`config.mk`:
```
export PLATFORM = sky130hd
export DESIGN_NAME = fetch_stage
export DESIGN_NICKNAME = d
export VERILOG_FILES = /design/src/rtl/fetch_stage.sv
export SDC_FILE = /design/constraint.sdc
export NUM_CORES = 1
export LEC_CHECK = 0
export CAP_MARGIN = 15
export CORE_UTILIZATION = 51
export CTS_CLUSTER_SIZE = 28
export DETAILED_ROUTE_END_ITERATION = 12
export GPL_TIMING_DRIVEN = 0
export PLACE_DENSITY = 0.95
export RECOVER_POWER = 50
export SLEW_MARGIN = 30
export SYNTH_ARGS = -nofsm -noshare
export SYNTH_HDL_FRONTEND = slang
export SYNTH_SLANG_ARGS = --single-unit
```
`constraint.sdc`:
```
create_clock -name clk -period 6.3 [get_ports clk]
set_clock_uncertainty 0.05 [all_clocks]
set_input_delay 0.63 -clock clk [delete_from_list [all_inputs] [get_ports clk]]
set_output_delay 0.63 -clock clk [all_outputs]
set_load 0.05 [all_outputs]
```
`src/rtl/fetch_stage.sv`:
```
// ---------------------------------------------------------------------------
// fetch_stage
//
// Instruction fetch stage with a single IF/ID pipeline register. It keeps the
// program counter, presents it to a combinational instruction memory, and
// captures the returned word together with its address into IF/ID. Taken
// redirects from execute replace the PC and kill the entry being fetched.
// Faults (a misaligned redirect target, or a PC that would leave the ROM window)
// stop the stage in HALT until reset.
//
// Parameters
//   RESET_PC        first fetch address and base of the ROM window
//   ROM_BYTES       size of the fetchable window [RESET_PC, RESET_PC+ROM_BYTES-1]
//
// Ports
//   clk             clock, rising edge
//   rst_n           asynchronous active-low reset
//   imem_addr       byte address to instruction memory (the PC register)
//   imem_rd         instruction word for imem_addr (combinational)
//   redirect_valid  taken branch/jump from execute
//   redirect_target new PC when redirect_valid is set
//   id_ready        decode accepts the IF/ID entry this cycle
//   id_valid        IF/ID entry holds a valid instruction
//   id_instr        registered instruction word
//   id_pc           registered address of id_instr
//   id_pc_plus4     registered id_pc + 4
//   err_code        sticky first fault: 00 none, 01 misaligned, 10 out of window
//   fetch_count     number of id_valid & id_ready handshakes (wraps)
// ---------------------------------------------------------------------------
module fetch_stage #(
    parameter logic [31:0] RESET_PC  = 32'hBFC0_0000,
    parameter int unsigned ROM_BYTES = 4096
) (
    input  logic        clk,
    input  logic        rst_n,
    output logic [31:0] imem_addr,
    input  logic [31:0] imem_rd,
    input  logic        redirect_valid,
    input  logic [31:0] redirect_target,
    input  logic        id_ready,
    output logic        id_valid,
    output logic [31:0] id_instr,
    output logic [31:0] id_pc,
    output logic [31:0] id_pc_plus4,
    output logic [1:0]  err_code,
    output logic [31:0] fetch_count
);

    typedef enum logic [1:0] {
        BOOT = 2'b00,
        RUN  = 2'b01,
        HALT = 2'b10
    } state_t;

    localparam logic [1:0]  ERR_NONE     = 2'b00;
    localparam logic [1:0]  ERR_MISALIGN = 2'b01;
    localparam logic [1:0]  ERR_RANGE    = 2'b10;
    localparam logic [31:0] WINDOW_SIZE  = ROM_BYTES;
    localparam logic [31:0] LAST_PC      = RESET_PC + WINDOW_SIZE - 32'd4;

    state_t      state;
    state_t      state_next;
    logic [31:0] pc;
    logic [31:0] pc_next;
    logic        valid_next;
    logic [31:0] instr_next;
    logic [31:0] id_pc_next;
    logic [31:0] id_pc_plus4_next;
    logic [1:0]  err_next;

    logic        advance;
    logic        handshake;
    logic [31:0] target_offset;
    logic        target_aligned;
    logic        target_in_window;
    logic        at_last_word;

    assign imem_addr = pc;
    assign advance   = !id_valid || id_ready;
    assign handshake = id_valid && id_ready;

    // Offset form of the window test: avoids overflow of RESET_PC + ROM_BYTES
    // when the window sits at the top of the address space.
    assign target_offset    = redirect_target - RESET_PC;
    assign target_aligned   = (redirect_target[1:0] == 2'b00);
    assign target_in_window = (redirect_target >= RESET_PC) && (target_offset < WINDOW_SIZE);
    assign at_last_word     = (pc == LAST_PC);

    // -----------------------------------------------------------------------
    // State register
    // -----------------------------------------------------------------------
    always_ff @(posedge clk or negedge rst_n) begin
        if (!rst_n) begin
            state <= BOOT;
        end else begin
            state <= state_next;
        end
    end

    // -----------------------------------------------------------------------
    // Next-state and datapath next values
    // -----------------------------------------------------------------------
    always_comb begin
        state_next       = state;
        pc_next          = pc;
        valid_next       = id_valid;
        instr_next       = id_instr;
        id_pc_next       = id_pc;
        id_pc_plus4_next = id_pc_plus4;
        err_next         = err_code;

        case (state)
            BOOT: begin
                state_next = RUN;
            end

            RUN: begin
                if (redirect_valid) begin
                    // Redirect wins over advance/stall; the entry is killed
                    // whether the redirect is accepted or faults.
                    valid_next = 1'b0;
                    if (!target_aligned) begin
                        state_next = HALT;
                        if (err_code == ERR_NONE) begin
                            err_next = ERR_MISALIGN;
                        end
                    end else if (!target_in_window) begin
                        state_next = HALT;
                        if (err_code == ERR_NONE) begin
                            err_next = ERR_RANGE;
                        end
                    end else begin
                        pc_next = redirect_target;
                    end
                end else if (advance) begin
                    valid_next       = 1'b1;
                    instr_next       = imem_rd;
                    id_pc_next       = pc;
                    id_pc_plus4_next = pc + 32'd4;
                    if (at_last_word) begin
                        // Deliver the last word of the window but never
                        // step the PC past it.
                        state_next = HALT;
                        if (err_code == ERR_NONE) begin
                            err_next = ERR_RANGE;
                        end
                    end else begin
                        pc_next = pc + 32'd4;
                    end
                end
            end

            HALT: begin
                // Let decode drain the held entry, then stay empty.
                if (handshake) begin
                    valid_next = 1'b0;
                end
            end

            default: begin
                state_next = BOOT;
            end
        endcase
    end

    // -----------------------------------------------------------------------
    // PC, IF/ID register, fault latch and handshake counter
    // -----------------------------------------------------------------------
    always_ff @(posedge clk or negedge rst_n) begin
        if (!rst_n) begin
            pc          <= RESET_PC;
            id_valid    <= 1'b0;
            id_instr    <= '0;
            id_pc       <= '0;
            id_pc_plus4 <= '0;
            err_code    <= ERR_NONE;
            fetch_count <= '0;
        end else begin
            pc          <= pc_next;
            id_valid    <= valid_next;
            id_instr    <= instr_next;
            id_pc       <= id_pc_next;
            id_pc_plus4 <= id_pc_plus4_next;
            err_code    <= err_next;
            if (handshake) begin
                fetch_count <= fetch_count + 32'd1;
            end
        end
    end

endmodule
```
==> results of run 1 <==
[cells in the mapped netlist (3+ instances only)]
cell type	n	share of area (%)
dfrtp_1	154	51
a22oi_1	3	0.30
o21a_1	3	0.30
a21oi_1	15	1.0
nor3_1	7	0.47
dfstp_2	9	3.1
nor4_1	6	0.50
and3_1	14	1.2
o2bb2ai_1	7	0.82
o41ai_1	9	1.0
o21ai_0	35	2.3
clkbuf_1	25	1.2
o22ai_1	4	0.33
buf_1	3	0.15
nor4_2	3	0.50
nor4_4	3	0.85
o21ai_1	17	1.1
a2bb2oi_1	3	0.35
xor2_1	13	1.5
xnor2_1	46	5.4
buf_4	3	0.30
nand3_1	23	1.5
nand2_1	222	11
o31ai_1	4	0.40
a311o_1	4	0.53
nor2_1	20	1.0
and2_1	7	0.58
and4_1	8	0.93
nand4_1	20	1.7
inv_1	19	0.95
buf_2	15	1.0
a31oi_1	3	0.25
[path summary, 6_finish.rpt]
path                                     startpoint                     endpoint  slack (ns)  cells past startpoint
setup / recovery           imem_addr[2]$_DFFE_PN0P_     imem_addr[7]$_DFFE_PN0P_        3.02                      7
hold / removal                                rst_n  fetch_count[18]$_DFFE_PN0P_        0.14                      1
setup reg to reg           imem_addr[2]$_DFFE_PN0P_     imem_addr[7]$_DFFE_PN0P_        3.02                      7
hold reg to reg            id_instr[10]$_DFFE_PN0P_     id_instr[10]$_DFFE_PN0P_        0.42                      2
max in group asynchronous                     rst_n    imem_addr[31]$_DFFE_PN1P_        5.23                      2
min in group clk           id_instr[10]$_DFFE_PN0P_     id_instr[10]$_DFFE_PN0P_        0.42                      2
[worst max-delay path, delay by kind of cell, from the launching register on]
family	cells	cell delay (ns)
flip-flops	1	0.57
AO/OA/AOI/OAI	3	0.77
adder cells (fa/ha/maj)	1	0.37
AND/OR/NAND/NOR	2	1.05
buffers and inverters	1	0.33
[cell families (layout without fill, tap and decap cells)]
family,after synthesis,count (layout)
muxes,3,3
buffers and inverters,67,329
adders and majority gates,2,2
xor gates and xnor gates,59,59
DFF,163,163
AOI/OAI and AO/OA,130,130
and+or+nand+nor,350,350
[layout by cell type (no fill, tap or decap), drive strengths merged, types with 5 or more instances in the layout]
cell type      count
nand3             24
xor2              13
and3              14
clkbuf            46
a21oi             18
nor2              20
o31ai              5
nor4              12
dfstp              9
nand4             21
and2               8
and4               8
nand2            223
inv               25
dfrtp            154
clkdlybuf4s50    169
dlygate4sd3       59
xnor2             46
nor3               8
o21ai             54
o41ai              9
o2bb2ai            7
buf               23
[routing by layer]
metal,wire length (µm),vias to the layer above,global-route usage (%)
met5,0,-,0
met4,881,0,14.1
met3,2510,81,9.64
met2,11700,444,55.0
met1,8890,3470,40.4
li1,-,3170,-
[state kept, by name (all words and copies together) (netlist names)]
signal,flops
err_code,2
fetch_count,32
id_instr,32
id_pc,32
id_pc_plus4,30
id_valid,1
imem_addr,32
state,2
[power by group through the flow]
stage / clock [W] / sequential (W) / combinational, W
final: 0.00111 / 0.00165 / 0.00255
after global routing: 0.00115 / 0.00169 / 0.00269
after CTS: 0.00111 / 0.00165 / 0.00260
after detailed placement: 0 / 0.00165 / 0.00257
after global placement: 0 / 0.00164 / 0.00252
after floorplan: 0 / 0.00266 / 0.000622
[through the flow]
stage          cells  utilization [%]
2_1_floorplan    774                -
5_1_grt         1216             75.7
6_report        1216             75.7
3_5_place_dp    1184             71.4
3_3_place_gp    1183             71.1
4_1_cts         1216             75.9
[cell type report]
class	count	share of cell area, %
flip-flops and latches	163	38.3
plain buffers	47	2.00
clock buffers	20	4.37
clock inverters	12	1.57
inverters	20	0.703
multi-input cells	544	29.1
well taps	180	2.11
repair buffers	230	21.8
==> impl_metrics.ini, run 1 <==
[global_routing]
first_global_vias = 7258
grt_overflow = 0
grt_use_total_pct = 33.2
grt_pass1_wl_mm = 38.0
grt_max_degree = 87
antenna_found_initial = 0

[synthesis]
synth_xor_area_share_pct = 6.88
synth_cell_types = 67
synth-edff-count = 0
syn_inst = 774
async_flop_share_pct = 100
yosysSeqAreaShare_pct = 54.5
syn_nets = 844
ys_seq_elements = 163
synthAdderAreaFrac_pct = 0.333
synth_simple_gate_area_share_pct = 22.3
synth_flop_cell = dfrtp_1
synthMuxAreaShare_pct = 0.450
syn_area_per_cell_um2 = 9.70
ys_warn_count = 0
synth_top_family_by_area = simple AND/OR/NAND/NOR gates
syn-cell-area_um2 = 7510
synth_compound_area_share_pct = 11.7

[floorplan]
std_cell_rows = 43
start_util_pct = 53.3
die_y_um = 123
coreArea_um2 = 14100
dieArea_um2 = 15200
die_w_um = 123
top_level_ports = 231

[finish]
nets = 1093
nFillCells = 873
n_antenna_cell = 0
areaGrowthSynthToFinish_pct = 42.1
post_route_cells_drive_above_1_share_pct = 8.20
fin_area_um2 = 10700
multi_input_area_um2 = 3110
ff_latch_area_um2 = 4090

[sta]
fin_setup_tns_ns = 0
period_share_pct = 52.1
slew_headroom_pct = 24.8
whs_ns = 0.144
slew_violations = 0
clock.fmax_mhz = 305
tightest_slew_ns = 1.12
fin_crit_ns = 3.28
setup_viol = 0
hold_viol_final = 0
rsz0062_at_grt = no
timing.final.ws_setup_ns = 3.02

[placed_design]
port_buffers = 229
dp_hpwl_mm = 16.8
placed_cell_area_um2 = 10100
preCtsSetupSlack_ns = 3.15
gp_congestion = 0.915

[power]
p_total_w = 0.00531
p_switching_w = 0.00251
p_comb_share_pct = 48.0
internal-power_w = 0.00280
pwr-share-seq_pct = 31.1
pwr-share-clk_pct = 20.9
power_density_nw_per_um2 = 498
p_leak_nw = 4.78
swShare_pct = 47.3
vdd_drop_max_mv = 0.356

[job]
drv_cap = 0

[worst_setup_path]
crit_path_end_kind = register
crit_type = reg2reg
crit_arrival_ns = 3.53
critPathLaunchType = register
critPathMaxStageDelay_ns = 0.89
cpMaxStageDelayCell = nor4_1
crit_chain = ha_1 > nand3_4 > nor4_1 > a31oi_2 > o21ai_2 > buf_2 > o22ai_1
cp_max_fo = 10
crit_required_ns = 6.55

[clock_tree]
clock_sinks = 163
cts_resized = 0
clockBufferDepth = 2
clkLatencyLatePin_ns = 0.44
postCtsSetupBuffers = 0
cts.hold.buffers_added = 0
clockRootBuffer = clkbuf_16
cts.reportedPaths.clkPinSlew_ns = 0.06
cts_tree = built
cts_made_buffers = 17
htree_levels = 4

[worst_hold_path]
hold_class = in2async

[routing]
avgRoutedWirePerCell_um = 19.7
drtPass1Iterations = 6
via_count = 7165
drtIter0Drc = 693
routed_wl_mm = 24.0
avgViaCountPerCell = 5.89
post-route-drc-count = 0
ant_nets = 0

[outcome]
outcome = complete, no violations
Note: power is estimated with default switching activity, not from simulation.
==> run 2, diff against run 1 <==
CORE_UTILIZATION = 43   (was 51)
PLACE_DENSITY = 0.88   (was 0.95)
clock period = 2.74 ns   (was 6.3 ns; I/O delays follow)
==> run 2 against run 1 <==
Largest power group unchanged. Register-to-register slack worse by 2.9 ns. Via count is 3.9% lower. Worst hold slack better by 0.18 ns. The run now ends with max-capacitance violations, max-slew violations left. Combinational power is 130% higher. Worst setup slack worse by 2.9 ns. Sequential share of layout area is 0.054 points lower. First-iteration DRC count is 33% lower. Non-clock buffer count is 1 higher. Highest routed layer unchanged. Critical path depth stayed put. Final cell count is 3.4% higher.
==> impl_metrics.ini, run 2 (synthesized netlist as in run 1, its figures left out) <==
[routing]
avgViaCountPerCell = 5.48
post-route-drc-count = 0
drtPass1Iterations = 5
via_count = 6889
avgRoutedWirePerCell_um = 18.0
drtIter0Drc = 462
routed_wl_mm = 22.6
ant_nets = 0

[job]
drv_cap = 1

[power]
vdd_drop_max_mv = 0.711
power_density_nw_per_um2 = 1120
p_leak_nw = 4.76
p_total_w = 0.0119

[worst_setup_path]
crit_chain = ha_2 > nand3_4 > nor4_4 > a31oi_2 > o21ai_2 > buf_2 > o22ai_1
crit_arrival_ns = 2.84
crit_path_end_kind = register
critPathMaxStageDelay_ns = 0.53
crit_required_ns = 2.99
critPathLaunchType = register
cpMaxStageDelayCell = dfrtp_1
crit_type = reg2reg
cp_max_fo = 10

[sta]
whs_ns = 0.321
slew_violations = 82
clock.fmax_mhz = 386
fin_setup_tns_ns = 0
fin_crit_ns = 2.59
period_share_pct = 94.4
slew_headroom_pct = -35.9
hold_viol_final = 0
setup_viol = 0
rsz0062_at_grt = no
tightest_slew_ns = 2.04
timing.final.ws_setup_ns = 0.153

[placed_design]
gp_congestion = 0.922
preCtsSetupSlack_ns = -0.0516
port_buffers = 229
dp_hpwl_mm = 16.7

[clock_tree]
clockRootBuffer = clkbuf_16
clockBufferDepth = 2
clkLatencyLatePin_ns = 0.43
cts.reportedPaths.clkPinSlew_ns = 0.07
clock_sinks = 163
htree_levels = 4
cts_made_buffers = 17
cts_tree = built

[worst_hold_path]
hold_class = in2reg

[floorplan]
top_level_ports = 231
die_y_um = 134
die_w_um = 134
dieArea_um2 = 18000
std_cell_rows = 47
start_util_pct = 44.7
coreArea_um2 = 16800

[outcome]
outcome = complete, but fails checks
violations = max-capacitance violations, max-slew violations

[global_routing]
grt_use_total_pct = 25.9
first_global_vias = 6929
antenna_found_initial = 0
grt_max_degree = 83
grt_pass1_wl_mm = 36.0
grt_overflow = 0

[finish]
post_route_cells_drive_above_1_share_pct = 8.29
nets = 1094
n_antenna_cell = 0
mostFrequentLayoutCell = nand2_1
final_cell_mix = 222 x nand2_1, 165 x clkdlybuf4s50_1, 154 x dfrtp_1
areaGrowthSynthToFinish_pct = 42.3
final_util_pct = 63.5
-- run 2: path summary, 6_finish.rpt --
path	startpoint	endpoint	slack, ns	cells past startpoint
setup reg to reg	imem_addr[2]$_DFFE_PN0P_	imem_addr[6]$_DFFE_PN0P_	0.15	7
max in group asynchronous	rst_n	id_pc[0]$_DFFE_PN0P_	0.46	3
hold reg to reg	id_instr[25]$_DFFE_PN0P_	id_instr[25]$_DFFE_PN0P_	0.42	2
min in group asynchronous	rst_n	id_pc[10]$_DFFE_PN0P_	0.93	2
setup / recovery	imem_addr[2]$_DFFE_PN0P_	imem_addr[6]$_DFFE_PN0P_	0.15	7
hold / removal	imem_rd[6]	id_instr[6]$_DFFE_PN0P_	0.32	3
-- run 2: critical path, delay by kind of cell (launching register included) --
family                   cells  cell delay, ns
buffers and inverters        1            0.33
AO/OA/AOI/OAI                3            0.64
flip-flops                   1            0.53
adder cells (fa/ha/maj)      1            0.32
AND/OR/NAND/NOR              2            0.59
-- run 2: layout make-up --
cell class,count,area (µm²)
plain buffers,47,214
inverters,20,75.1
repair buffers,231,2320
clock inverters,13,146
clock buffers,19,443
flip-flops and latches,163,4090
well taps,220,275
multi-input cells,544,3130
fillers,1376,6130
-- run 2: routing by layer --
| layer | GRT usage (%) | vias to the layer above | part of all wire (%) |
|---|---|---|---|
| li1 | - | 3162 | - |
| met1 | 31.8 | 3328 | 40 |
| met2 | 41.6 | 345 | 47 |
| met3 | 8.77 | 54 | 9.8 |
| met4 | 11.2 | 0 | 3.1 |
| met5 | 0 | - | 0 |
-- run 2: stage by stage --
stage,cells,instance area [µm²]
5_1_grt,1257,10700
6_report,1257,10700
4_1_cts,1257,10700
3_5_place_dp,1224,10100
3_3_place_gp,1223,10100
2_1_floorplan,774,7510
-- run 2: what timing repair did --
item / CTS / global route
setup buffers: 0 / 0
setup endpoints to repair: 0 / 3
hold buffers: 1 / 0
endpoints found under the hold margin: 78 / 0
gates resized for setup: 0 / 1
-- run 2: power breakdown --
group / internal, W / switching, W
clock: 0.00138 / 0.00101
combinational: 0.00174 / 0.00407
sequential: 0.00316 / 0.000598
